===== src/rtl/yuv_pipe_pkg.sv =====
// Shared types and default geometry for the YUV422 capture/convert pipeline.
package yuv_pipe_pkg;

  typedef enum logic [1:0] {
    S_IDLE   = 2'd0,
    S_ACTIVE = 2'd1,
    S_DRAIN  = 2'd2
  } seq_state_e;

  localparam int unsigned H_ACTIVE_DEF = 640;
  localparam int unsigned V_ACTIVE_DEF = 480;
  localparam int unsigned XW_DEF       = 11;
  localparam int unsigned YW_DEF       = 10;
  localparam int unsigned ERR_CNT_W    = 8;

endpackage


===== src/rtl/yuv_err_counter.sv =====
// Saturating event counter; holds at all-ones and clears only on reset.
module yuv_err_counter
  import yuv_pipe_pkg::*;
#(
  parameter int unsigned W = ERR_CNT_W
) (
  input  logic         clk_i,
  input  logic         rst_i,
  input  logic         inc_i,
  output logic [W-1:0] cnt_o
);

  logic [W-1:0] cnt_q;
  logic [W-1:0] cnt_d;

  always_comb begin
    cnt_d = cnt_q;
    if (inc_i && (cnt_q != '1)) begin
      cnt_d = cnt_q + W'(1);
    end
  end

  always_ff @(posedge clk_i) begin
    if (rst_i) begin
      cnt_q <= '0;
    end else begin
      cnt_q <= cnt_d;
    end
  end

  assign cnt_o = cnt_q;

endmodule


===== src/rtl/yuv422_stream_sequencer.sv =====
// Frame/line sequencer for the YUV422->YUV444 converter: drives converter
// enable and chroma phase, and emits coordinates/syncs aligned to its output.
module yuv422_stream_sequencer
  import yuv_pipe_pkg::*;
#(
  parameter int unsigned H_ACTIVE = H_ACTIVE_DEF,
  parameter int unsigned V_ACTIVE = V_ACTIVE_DEF,
  parameter int unsigned XW       = XW_DEF,
  parameter int unsigned YW       = YW_DEF
) (
  input  logic                 iCLK,
  input  logic                 iRST,
  input  logic                 iFVAL,
  input  logic                 iDVAL,
  output logic                 oCONV_EN,
  output logic                 oPHASE_CR,
  output logic                 oDVAL,
  output logic [XW-1:0]        oX,
  output logic [YW-1:0]        oY,
  output logic                 oSOF,
  output logic                 oEOL,
  output logic                 oEOF,
  output logic                 oERR,
  output logic [ERR_CNT_W-1:0] oERR_CNT
);

  seq_state_e state_q, state_d;

  logic          fval_q;
  logic [XW-1:0] x_q, x_d;
  logic [YW-1:0] y_q, y_d;
  logic          phase_q, phase_d;

  logic          fval_rise_c;
  logic          line_end_c;
  logic          frame_end_c;
  logic          accept_c;
  logic          err_c;
  logic          abort_c;

  logic          dval_q;
  logic [XW-1:0] ox_q;
  logic [YW-1:0] oy_q;
  logic          sof_q;
  logic          eol_q;
  logic          eof_q;
  logic          err_q;

  assign fval_rise_c = iFVAL & ~fval_q;
  assign line_end_c  = (x_q == XW'(H_ACTIVE - 1));
  assign frame_end_c = line_end_c && (y_q == YW'(V_ACTIVE - 1));

  // fval_q resets high so a frame already in flight is not mistaken for a new one.
  always_ff @(posedge iCLK) begin
    if (iRST) begin
      state_q <= S_IDLE;
      fval_q  <= 1'b1;
    end else begin
      state_q <= state_d;
      fval_q  <= iFVAL;
    end
  end

  always_comb begin
    state_d = state_q;
    unique case (state_q)
      S_IDLE: begin
        if (fval_rise_c) begin
          state_d = S_ACTIVE;
        end
      end
      S_ACTIVE: begin
        if (accept_c && frame_end_c) begin
          state_d = iFVAL ? S_DRAIN : S_IDLE;
        end else if (!iFVAL) begin
          state_d = S_IDLE;
        end
      end
      S_DRAIN: begin
        if (!iFVAL) begin
          state_d = S_IDLE;
        end
      end
      default: state_d = S_IDLE;
    endcase
  end

  // Final pixel may still be taken on the cycle iFVAL drops; anything else is a short frame.
  always_comb begin
    accept_c = 1'b0;
    err_c    = 1'b0;
    abort_c  = 1'b0;
    unique case (state_q)
      S_IDLE: begin
        accept_c = iDVAL & fval_rise_c;
      end
      S_ACTIVE: begin
        accept_c = iDVAL & (iFVAL | frame_end_c);
        abort_c  = ~iFVAL & ~accept_c;
        err_c    = abort_c;
      end
      S_DRAIN: begin
        err_c = iDVAL;
      end
      default: begin
        accept_c = 1'b0;
      end
    endcase
  end

  assign oCONV_EN  = accept_c;
  assign oPHASE_CR = phase_q;

  always_comb begin
    x_d     = x_q;
    y_d     = y_q;
    phase_d = phase_q;
    if (abort_c) begin
      x_d     = '0;
      y_d     = '0;
      phase_d = 1'b0;
    end else if (accept_c) begin
      if (line_end_c) begin
        x_d     = '0;
        phase_d = 1'b0;
        y_d     = frame_end_c ? '0 : y_q + YW'(1);
      end else begin
        x_d     = x_q + XW'(1);
        phase_d = ~phase_q;
      end
    end
  end

  always_ff @(posedge iCLK) begin
    if (iRST) begin
      x_q     <= '0;
      y_q     <= '0;
      phase_q <= 1'b0;
    end else begin
      x_q     <= x_d;
      y_q     <= y_d;
      phase_q <= phase_d;
    end
  end

  // Output stage lines up with the converter's registered Y/Cb/Cr.
  always_ff @(posedge iCLK) begin
    if (iRST) begin
      dval_q <= 1'b0;
      ox_q   <= '0;
      oy_q   <= '0;
      sof_q  <= 1'b0;
      eol_q  <= 1'b0;
      eof_q  <= 1'b0;
      err_q  <= 1'b0;
    end else begin
      dval_q <= accept_c;
      sof_q  <= accept_c && (x_q == '0) && (y_q == '0);
      eol_q  <= accept_c && line_end_c;
      eof_q  <= accept_c && frame_end_c;
      err_q  <= err_c;
      if (accept_c) begin
        ox_q <= x_q;
        oy_q <= y_q;
      end
    end
  end

  yuv_err_counter #(
    .W(ERR_CNT_W)
  ) u_err_cnt (
    .clk_i(iCLK),
    .rst_i(iRST),
    .inc_i(err_c),
    .cnt_o(oERR_CNT)
  );

  assign oDVAL = dval_q;
  assign oX    = ox_q;
  assign oY    = oy_q;
  assign oSOF  = sof_q;
  assign oEOL  = eol_q;
  assign oEOF  = eof_q;
  assign oERR  = err_q;

endmodule


===== config.mk =====
export PLATFORM = sky130hd
export DESIGN_NAME = yuv422_stream_sequencer
export DESIGN_NICKNAME = d
export VERILOG_FILES = /design/src/rtl/yuv_pipe_pkg.sv /design/src/rtl/yuv_err_counter.sv /design/src/rtl/yuv422_stream_sequencer.sv
export SDC_FILE = /design/constraint.sdc
export NUM_CORES = 1
export LEC_CHECK = 0
export BUFFER_PORTS_ARGS = -buffer_cell sky130_fd_sc_hd__buf_4
export CELL_PAD_IN_SITES_DETAIL_PLACEMENT = 0
export CELL_PAD_IN_SITES_GLOBAL_PLACEMENT = 1
export CORE_ASPECT_RATIO = 1.2
export CORE_MARGIN = 3
export CORE_UTILIZATION = 40
export DETAILED_ROUTE_END_ITERATION = 10
export PLACE_DENSITY_LB_ADDON = 0.1
export SYNTH_ARGS = -nofsm -noshare
export SYNTH_HDL_FRONTEND = slang
export SYNTH_SLANG_ARGS = --single-unit

===== constraint.sdc =====
create_clock -name iCLK -period 6.08 [get_ports iCLK]
set_input_delay 1.216 -clock iCLK [delete_from_list [all_inputs] [get_ports iCLK]]
set_output_delay 1.216 -clock iCLK [all_outputs]
set_load 0.05 [all_outputs]

==> impl_metrics.env, run 1 <==
export IMPL_status="complete, no violations"
export IMPL_ys_types=40
export IMPL_diodes=0
export IMPL_area_growth_pct=20.9
export IMPL_worst_endpoint_arrival_ns=2.70
export IMPL_vdd_drop_max_mv=0.152
export IMPL_synth_edf_count=0
export IMPL_yosysMostFrequentCell="nand2_1"
export IMPL_layout_nets=387
export IMPL_route_vias_total=2468
export IMPL_slew_viol_final=0
export IMPL_hold_buffers=0
export IMPL_hold_class="reg -> reg"
export IMPL_grt_pass1_wl_um=11300
export IMPL_nFillCells=670
export IMPL_grt_pass1_vias=2295
export IMPL_crit_path_frequent_cell="buf_4"
export IMPL_clkSinkCount=59
export IMPL_place_ws_ns=2.16
export IMPL_post_cts_resized=0
export IMPL_max_stage_delay_ns=0.73
export IMPL_crit_type="reg -> out"
export IMPL_worst_path_max_delay_cell="o211ai_1"
export IMPL_cts_setup_buffers=0
export IMPL_fin_ws_ns=2.16
export IMPL_die_area_sq_um=7920
export IMPL_antenna_found_initial=0
export IMPL_htree_levels=3
export IMPL_yosysTopAreaCell="dfxtp_1"
export IMPL_routabilityCongestion=0.783
export IMPL_worstMarginPinSlew_ns=1.01
export IMPL_yosys_most_used_dff="dfxtp_1"
export IMPL_power_density_nw_per_um2=263
export IMPL_drive_gt1_share_pct=16.9
export IMPL_crit_family="compound AO/OA/AOI/OAI gates"
export IMPL_core_sq_um=6570
export IMPL_initial_core_util_pct=41.9
export IMPL_cp_buffers_inverters=4
export IMPL_routed_wl_um=6720
export IMPL_crit_fanout=26
export IMPL_cts_inserted_buffers=9
export IMPL_setup_violations=0
export IMPL_rows=32
export IMPL_crit_required_ns=4.86
export IMPL_clk_latency_ns=0.33
export IMPL_clk_pin_slew_ns=0.07
export IMPL_syn_cell_area_sq_um=2750
export IMPL_period_needed_ns=3.92
export IMPL_die_h_um=96.9
export IMPL_avgSynthCellArea_sq_um=8.10
export IMPL_rrSetupSlack_ns=3.37
export IMPL_rsz0062_at_grt="false"
export IMPL_period_share_pct=64.4
export IMPL_cts_buffer_depth=2
export IMPL_hpwl_um=4550
export IMPL_first_pass_iters=4
export IMPL_max_cap_viol_count=0
export IMPL_post_drt_via_cell_ratio=5.32
export IMPL_power_leakage_nw=1.17
export IMPL_dp_cells=448
export IMPL_drtAntennaViolNets=0
export IMPL_synth_top_cell_area_share_pct=42.9
export IMPL_cts_tree="done"
export IMPL_syn_inst=340
export IMPL_setup_worst_path_start_class="register"
export IMPL_grt_max_degree=45
export IMPL_grt_total_usage_pct=18.3
export IMPL_yosys_warnings=0
export IMPL_drcViolationCount=0
export IMPL_instances_no_fill=464
export IMPL_grt_ovfl_total=0
export IMPL_synth_seq_area_share_pct=42.9
export IMPL_drt_first_iter_violations=122
export IMPL_die_w_um=81.7
export IMPL_cts_root_buf="clkbuf_8"
export IMPL_yosys_top_cells_count="nand2_1 (61), dfxtp_1 (59), a21oi_1 (37)"
export IMPL_finalSetupTns_ns=0
export IMPL_routedWlPerCell_um=14.5
export IMPL_ys_ff_latch=59
export IMPL_hold_viol=0
export IMPL_synthArstFlopShare_pct=0
export IMPL_fmax_mhz=255
export IMPL_fin_worst_skew_ns=0.00727
export IMPL_slew_headroom_pct=32.3
export IMPL_io_buffers=39
export IMPL_cp_cell_sequence="inv_1 > ha_1 > nor2b_1 > o211ai_1 > o31a_1 > clkinv_1 > buf_4 > buf_4"
export IMPL_syn_nets=353
export IMPL_critPathCaptureType="output port"
export IMPL_boundaryPins=40
export IMPL_synth_area_top_cells="dfxtp_1 (43%), nand2_1 (8.3%), a21oi_1 (6.7%), ha_1 (4.1%), xnor2_1 (3.2%)"
-- flip-flops by register name, indices dropped and copies added, names as in the netlist, 2 cells and up --
signal           count
x_q                 11
y_q                 10
state_q              2
oX                  11
u_err_cnt.cnt_o      8
oY                  10
-- kinds of logic after synthesis --
logic type      synth area share [%]
xor+xnor                        3.18
flops                           42.9
simple gates                    26.5
mux                            0.818
fa+ha+maj                       4.09
compound gates                  17.1
buf+inv                         5.36
-- layer usage --
layer	wire [um]	vias up	global-route usage [%]
li1	-	1258	-
met1	3180	1140	25.0
met2	3090	57	27.1
met3	319	13	4.47
met4	136	0	7.42
met5	0	-	0
-- worst paths after layout --
check,to,cells after the start,from
setup reg to reg,x_q[7]$_SDFFE_PP0P_,7,y_q[1]$_SDFFE_PP0P_
setup / recovery,oCONV_EN,8,state_q[1]$_SDFFE_PP0P_
hold reg to reg,oX[7]$_SDFFE_PP0P_,2,oX[7]$_SDFFE_PP0P_
hold / removal,oX[7]$_SDFFE_PP0P_,2,oX[7]$_SDFFE_PP0P_
-- power breakdown --
| group | total, W | switching [W] | leakage, nW | internal [W] |
|---|---|---|---|---|
| combinational | 0.0000612 | 0.0000425 | 0.579 | 0.0000187 |
| sequential | 0.000397 | 0.00000599 | 0.476 | 0.000391 |
| clock | 0.000418 | 0.000153 | 0.120 | 0.000265 |
-- cell type report --
type	count	area, sq um	area share [%]
Sequential cell	59	1180	35.5
Tap cell	85	106	3.20
Inverter	17	63.8	1.92
Multi-Input combinational cell	245	1420	42.8
Clock buffer	13	169	5.08
Timing Repair Buffer	42	315	9.47
Clock inverter	3	68.8	2.07
-- through the flow --
| stage | hold WS, ns | util, % | power (W) | cell area (sq um) |
|---|---|---|---|---|
| 2_1_floorplan | 0.456 | - | 0.000450 | 2750 |
| 3_3_place_gp | 0.439 | 47.1 | 0.000468 | 3090 |
| 3_5_place_dp | 0.447 | 47.1 | 0.000468 | 3090 |
| 4_1_cts | 0.456 | 50.7 | 0.000891 | 3330 |
| 5_1_grt | 0.469 | 50.7 | 0.000917 | 3330 |
| 6_report | 0.451 | 50.7 | 0.000877 | 3330 |
-- placed cells by master, fill, tap and decap left out, drive strengths merged, types with 2 or more instances in the layout --
cell / count
dfxtp: 59
nor3: 9
a21oi: 37
mux2: 2
o21ai: 8
a21boi: 2
and3: 3
or4: 6
nor4: 8
xnor2: 10
ha: 9
o31ai: 6
inv: 16
nor2b: 5
o31a: 4
clkbuf: 13
nand2: 61
bufinv: 2
clkinv: 2
or3: 4
nand2b: 4
nand4: 6
and4: 4
a32oi: 2
buf: 42
o21ba: 3
a21o: 2
nor2: 18
a31oi: 2
a211oi: 7
nand3: 14
-- worst register-to-register path, cell delays in order (launching register included) --
cell and delay, ns:
dfxtp_1 0.41, ha_1 0.22, nand3_1 0.10, or4_1 0.66, o31a_1 0.34, buf_4 0.25, or4_1 0.51, a21oi_1 0.15
Power figures use the tool's default switching activity.
==> run 2: changes to the inputs <==
Settings changed: CORE_UTILIZATION 40 to 38.
Clock period 6.08 ns to 3.2 ns, I/O delays scaled along.
==> run 2 against run 1 <==
Net effect: hold slack improved by 0.00091 ns; die area rose by 4.9%; final cell count rose by 1.3%; combinational power rose by 96%; highest routed layer unchanged; sequential cell count did not move; routed wire length fell by 0.31%; worst setup slack got worse by 2.0 ns; power rose by 87%; final area rose by 0.64%; non-clock buffer count rose by 4; sequential power rose by 90%; via count fell by 1.3%.
==> impl_metrics.env, run 2 (synthesis gave the netlist of run 1 again) <==
export IMPL_power_density_nw_per_um2=491
export IMPL_status="complete, no violations"
export IMPL_layout_nets=391
export IMPL_post_cts_resized=0
export IMPL_grt_max_degree=45
export IMPL_period_needed_ns=3.00
export IMPL_reg2reg_depth=7
export IMPL_grt_total_usage_pct=16.8
export IMPL_routed_wl_um=6700
export IMPL_grt_pass1_wl_um=11300
export IMPL_die_w_um=83.7
export IMPL_post_drt_via_cell_ratio=5.19
export IMPL_area_growth_pct=21.7
export IMPL_cts_inserted_buffers=9
export IMPL_drcViolationCount=0
export IMPL_final_common_cell="nand2_1"
export IMPL_drtAntennaViolNets=0
export IMPL_hold_class="reg -> reg"
export IMPL_route_vias_total=2437
export IMPL_rrSetupSlack_ns=0.51
export IMPL_core_sq_um=6940
export IMPL_min_delay_start="oX[5]$_SDFFE_PP0P_"
export IMPL_finalSetupTns_ns=0
export IMPL_grt_pass1_vias=2350
export IMPL_reg2reg_from="y_q[0]$_SDFFE_PP0P_"
export IMPL_htree_levels=3
export IMPL_layout_common_cells="nand2_1 (61), dfxtp_1 (59), buf_4 (46)"
export IMPL_worstMarginPinSlew_ns=0.465
export IMPL_fmax_mhz=333
export IMPL_routabilityCongestion=0.860
export IMPL_cts_buffer_depth=2
export IMPL_worst_endpoint_arrival_ns=2.36
export IMPL_crit_required_ns=2.56
export IMPL_clk_latency_ns=0.34
export IMPL_post_route_util_pct=48.3
export IMPL_grt_ovfl_total=0
export IMPL_antenna_found_initial=0
export IMPL_drive_gt1_share_pct=18.0
export IMPL_holdPathStages=2
export IMPL_worstHoldEndpoint="oX[5]$_SDFFE_PP0P_"
export IMPL_vdd_drop_max_mv=0.350
export IMPL_power_leakage_nw=1.18
export IMPL_crit_type="reg -> out"
export IMPL_first_pass_iters=4
export IMPL_reg2reg_to="x_q[7]$_SDFFE_PP0P_"
export IMPL_routedWlPerCell_um=14.3
export IMPL_cts_tree="done"
export IMPL_cts_setup_buffers=0
export IMPL_instances_no_fill=470
export IMPL_crit_fanout=6
export IMPL_drt_first_iter_violations=148
export IMPL_hpwl_um=4620
export IMPL_fin_worst_skew_ns=0.0103
export IMPL_hold_buffers=0
export IMPL_die_h_um=99.2
export IMPL_die_area_sq_um=8310
export IMPL_io_buffers=39
export IMPL_cts_root_buf="clkbuf_8"
export IMPL_period_share_pct=93.9
export IMPL_rsz0062_at_grt="false"
export IMPL_rows=33
export IMPL_clkSinkCount=59
export IMPL_diodes=0
export IMPL_setup_violations=0
export IMPL_boundaryPins=40
export IMPL_critPathCaptureType="output port"
export IMPL_dp_cells=454
export IMPL_clk_pin_slew_ns=0.08
export IMPL_slew_headroom_pct=69.0
export IMPL_slew_viol_final=0
export IMPL_hold_viol=0
export IMPL_setup_worst_path_start_class="register"
export IMPL_max_cap_viol_count=0
export IMPL_initial_core_util_pct=39.7
## run 2: cell count changes in the layout (fill, tap and decap cells not counted)
cell	delta
buf_4	+4
clkinv_2	+1
clkbuf_8	-2
clkinvlp_4	+2
clkbuf_1	-1
## run 2: worst max-delay path: stages, from the launching register on
cell	delay, ns
dfxtp_1	0.42
ha_1	0.21
nand3_1	0.10
or4_1	0.65
o31a_1	0.35
clkinv_1	0.10
buf_4	0.20
## run 2: layer usage
metal / share of wire (%) / vias to the layer above / global-route usage [%]
li1: - / 1267 / -
met1: 48 / 1107 / 21.3
met2: 46 / 57 / 27.2
met3: 5.1 / 6 / 4.72
met4: 1.1 / 0 / 6.31
met5: 0 / - / 0
## run 2: how the worst max path moves through the flow
stage | cells past startpoint | end | startpoint | slack, ns
detailed placement | 7 | x_q[7]$_SDFFE_PP0P_ | y_q[0]$_SDFFE_PP0P_ | 0.54
global route | 6 | oCONV_EN | y_q[1]$_SDFFE_PP0P_ | 0.03
floorplan | 8 | oCONV_EN | y_q[0]$_SDFFE_PP0P_ | 0.41
global placement | 7 | x_q[7]$_SDFFE_PP0P_ | y_q[1]$_SDFFE_PP0P_ | 0.59
finish | 6 | oCONV_EN | y_q[0]$_SDFFE_PP0P_ | 0.20
CTS | 6 | oCONV_EN | y_q[0]$_SDFFE_PP0P_ | 0.17
## run 2: area by class of cell
class                   instances  area (sq um)
well taps                      87           109
clock inverters                 6          88.8
inverters                      17          63.8
fillers                       745          3590
clock buffers                  10           138
flip-flops and latches         59          1180
multi-input cells             245          1420
repair buffers                 46           345
## run 2: report_power, final
part	switching (W)	total, W	internal (W)	leakage (nW)
Clock	0.000310	0.000770	0.000459	0.108
Combinational	0.0000819	0.000120	0.0000381	0.597
Sequential	0.0000110	0.000754	0.000743	0.476
## run 2: through the flow
stage | setup WS (ns) | hold slack [ns] | power (W) | cell area, sq um
floorplan | 0.409 | 0.456 | 0.000855 | 2750
global placement | 0.588 | 0.441 | 0.000893 | 3120
detailed placement | 0.537 | 0.446 | 0.000893 | 3120
CTS | 0.168 | 0.457 | 0.00167 | 3350
global route | 0.0337 | 0.478 | 0.00172 | 3350
finish | 0.196 | 0.452 | 0.00164 | 3350
==> run 3: changes to the inputs <==
Settings changed: CORE_ASPECT_RATIO 1.2 to 1.75, CORE_MARGIN 3 to default.
==> run 3 against run 2 <==
Net effect: routed wire length increased by 4.2%; register-to-register slack about the same; sequential share of layout area shrank 0.76 points; worst setup slack improved by 0.019 ns; critical endpoint unchanged.
==> impl_metrics.env, run 3 (synthesis gave the netlist of run 1 again) <==
export IMPL_grt_ovfl_total=0
export IMPL_place_ws_ns=0.535
export IMPL_clkSinkCount=59
export IMPL_hold_class="reg -> reg"
export IMPL_routed_wl_um=6980
export IMPL_max_stage_delay_ns=0.65
export IMPL_multi_input_area_sq_um=1420
export IMPL_crit_required_ns=2.56
export IMPL_place_area_sq_um=3150
export IMPL_die_area_sq_um=7600
export IMPL_critPathCaptureType="output port"
export IMPL_hold_viol=0
export IMPL_clk_pin_slew_ns=0.05
export IMPL_max_cap_viol_count=0
export IMPL_core_sq_um=6960
export IMPL_drcViolationCount=0
export IMPL_antenna_found_initial=0
export IMPL_power_density_nw_per_um2=514
export IMPL_die_w_um=66.3
export IMPL_routabilityCongestion=0.876
export IMPL_boundaryPins=40
export IMPL_clk_latency_ns=0.33
export IMPL_crit_fanout=6
export IMPL_first_pass_iters=5
export IMPL_grt_pass1_vias=2358
export IMPL_grt_pass1_wl_um=11700
export IMPL_grt_total_usage_pct=20.7
export IMPL_fmax_mhz=335
export IMPL_setup_violations=0
export IMPL_fin_ws_ns=0.215
export IMPL_worstMarginPinSlew_ns=0.474
export IMPL_post_drt_via_cell_ratio=5.28
export IMPL_hold_buffers=0
export IMPL_rsz0062_at_grt="false"
export IMPL_finalSetupTns_ns=0
export IMPL_setup_worst_path_start_class="register"
export IMPL_timing_hold_ws_ns=0.447
export IMPL_nFillCells=715
export IMPL_drive_gt1_share_pct=18.1
export IMPL_die_h_um=115
export IMPL_cts_inserted_buffers=9
export IMPL_routedWlPerCell_um=14.8
export IMPL_cp_buffers_inverters=2
export IMPL_power_leakage_nw=1.23
export IMPL_cts_setup_buffers=0
export IMPL_worst_path_max_delay_cell="or4_1"
export IMPL_seq_area_sq_um=1180
export IMPL_drt_first_iter_violations=86
export IMPL_io_buffers=39
export IMPL_initial_core_util_pct=39.6
export IMPL_post_cts_resized=0
export IMPL_fin_worst_skew_ns=0.00477
export IMPL_cts_tree="done"
export IMPL_status="complete, no violations"
export IMPL_cp_cell_sequence="ha_1 > nand3_1 > or4_1 > o31a_1 > clkinv_1 > buf_4"
export IMPL_period_share_pct=93.3
export IMPL_crit_family="simple AND/OR/NAND/NOR gates"
export IMPL_layout_nets=395
export IMPL_route_vias_total=2489
export IMPL_crit_type="reg -> out"
export IMPL_layout_common_cells="nand2_1 (61), dfxtp_1 (59), buf_4 (50)"
export IMPL_rows=40
export IMPL_stdcell_area_sq_um=3420
export IMPL_grt_max_degree=45
export IMPL_finalPower_w=0.00176
export IMPL_worst_endpoint_arrival_ns=2.35
export IMPL_diodes=0
export IMPL_hpwl_um=4890
export IMPL_final_common_cell="nand2_1"
export IMPL_htree_levels=3
export IMPL_cts_root_buf="clkbuf_16"
export IMPL_vdd_drop_max_mv=0.269
export IMPL_slew_viol_final=0
export IMPL_cts_buffer_depth=2
export IMPL_period_needed_ns=2.99
export IMPL_drtAntennaViolNets=0
export IMPL_area_growth_pct=24.4
export IMPL_slew_headroom_pct=68.1
## run 3: layer usage
metal / up-vias / share of wire [%] / global-route usage, %
li1: 1280 / - / -
met1: 1148 / 42 / 23.7
met2: 49 / 53 / 35.4
met3: 12 / 3.3 / 4.18
met4: 0 / 2.0 / 10.2
met5: - / 0 / 0
## run 3: path summary, 6_finish.rpt
check                      start                  end  slack [ns]  cells after the start
max          y_q[1]$_SDFFE_PP0P_             oCONV_EN        0.21                      6
min           oX[5]$_SDFFE_PP0P_   oX[5]$_SDFFE_PP0P_        0.45                      2
max reg2reg  y_q[1]$_SDFFE_PP0P_  x_q[7]$_SDFFE_PP0P_        0.50                      7
min reg2reg   oX[5]$_SDFFE_PP0P_   oX[5]$_SDFFE_PP0P_        0.45                      2
## run 3: power by group
group	internal, W	switching, W	total, W
logic	0.0000382	0.0000837	0.000122
registers	0.000745	0.0000111	0.000756
clock network	0.000563	0.000319	0.000882
total	0.00135	0.000414	0.00176
## run 3: stage by stage
stage          cells  utilization, %
6_report         471            49.2
4_1_cts          471            49.2
2_1_floorplan    340               -
3_5_place_dp     455            45.3
3_3_place_gp     455            45.3
5_1_grt          471            49.2
## run 3: final cells by class
cell class | count | share of cell area [%]
multi-input combinational | 245 | 41.6
timing repair buffer | 50 | 11.0
sequential | 59 | 34.5
tap | 84 | 3.07
inverter | 17 | 1.86
clock inverter | 2 | 0.292
clock buffer | 14 | 7.71
## run 3: worst register-to-register path, stage by stage (launching register included)
cell and delay (ns):
dfxtp_1 0.42, ha_1 0.21, nand3_1 0.10, or4_1 0.65, o31a_1 0.34, buf_4 0.25
or4_1 0.49, a21oi_1 0.15
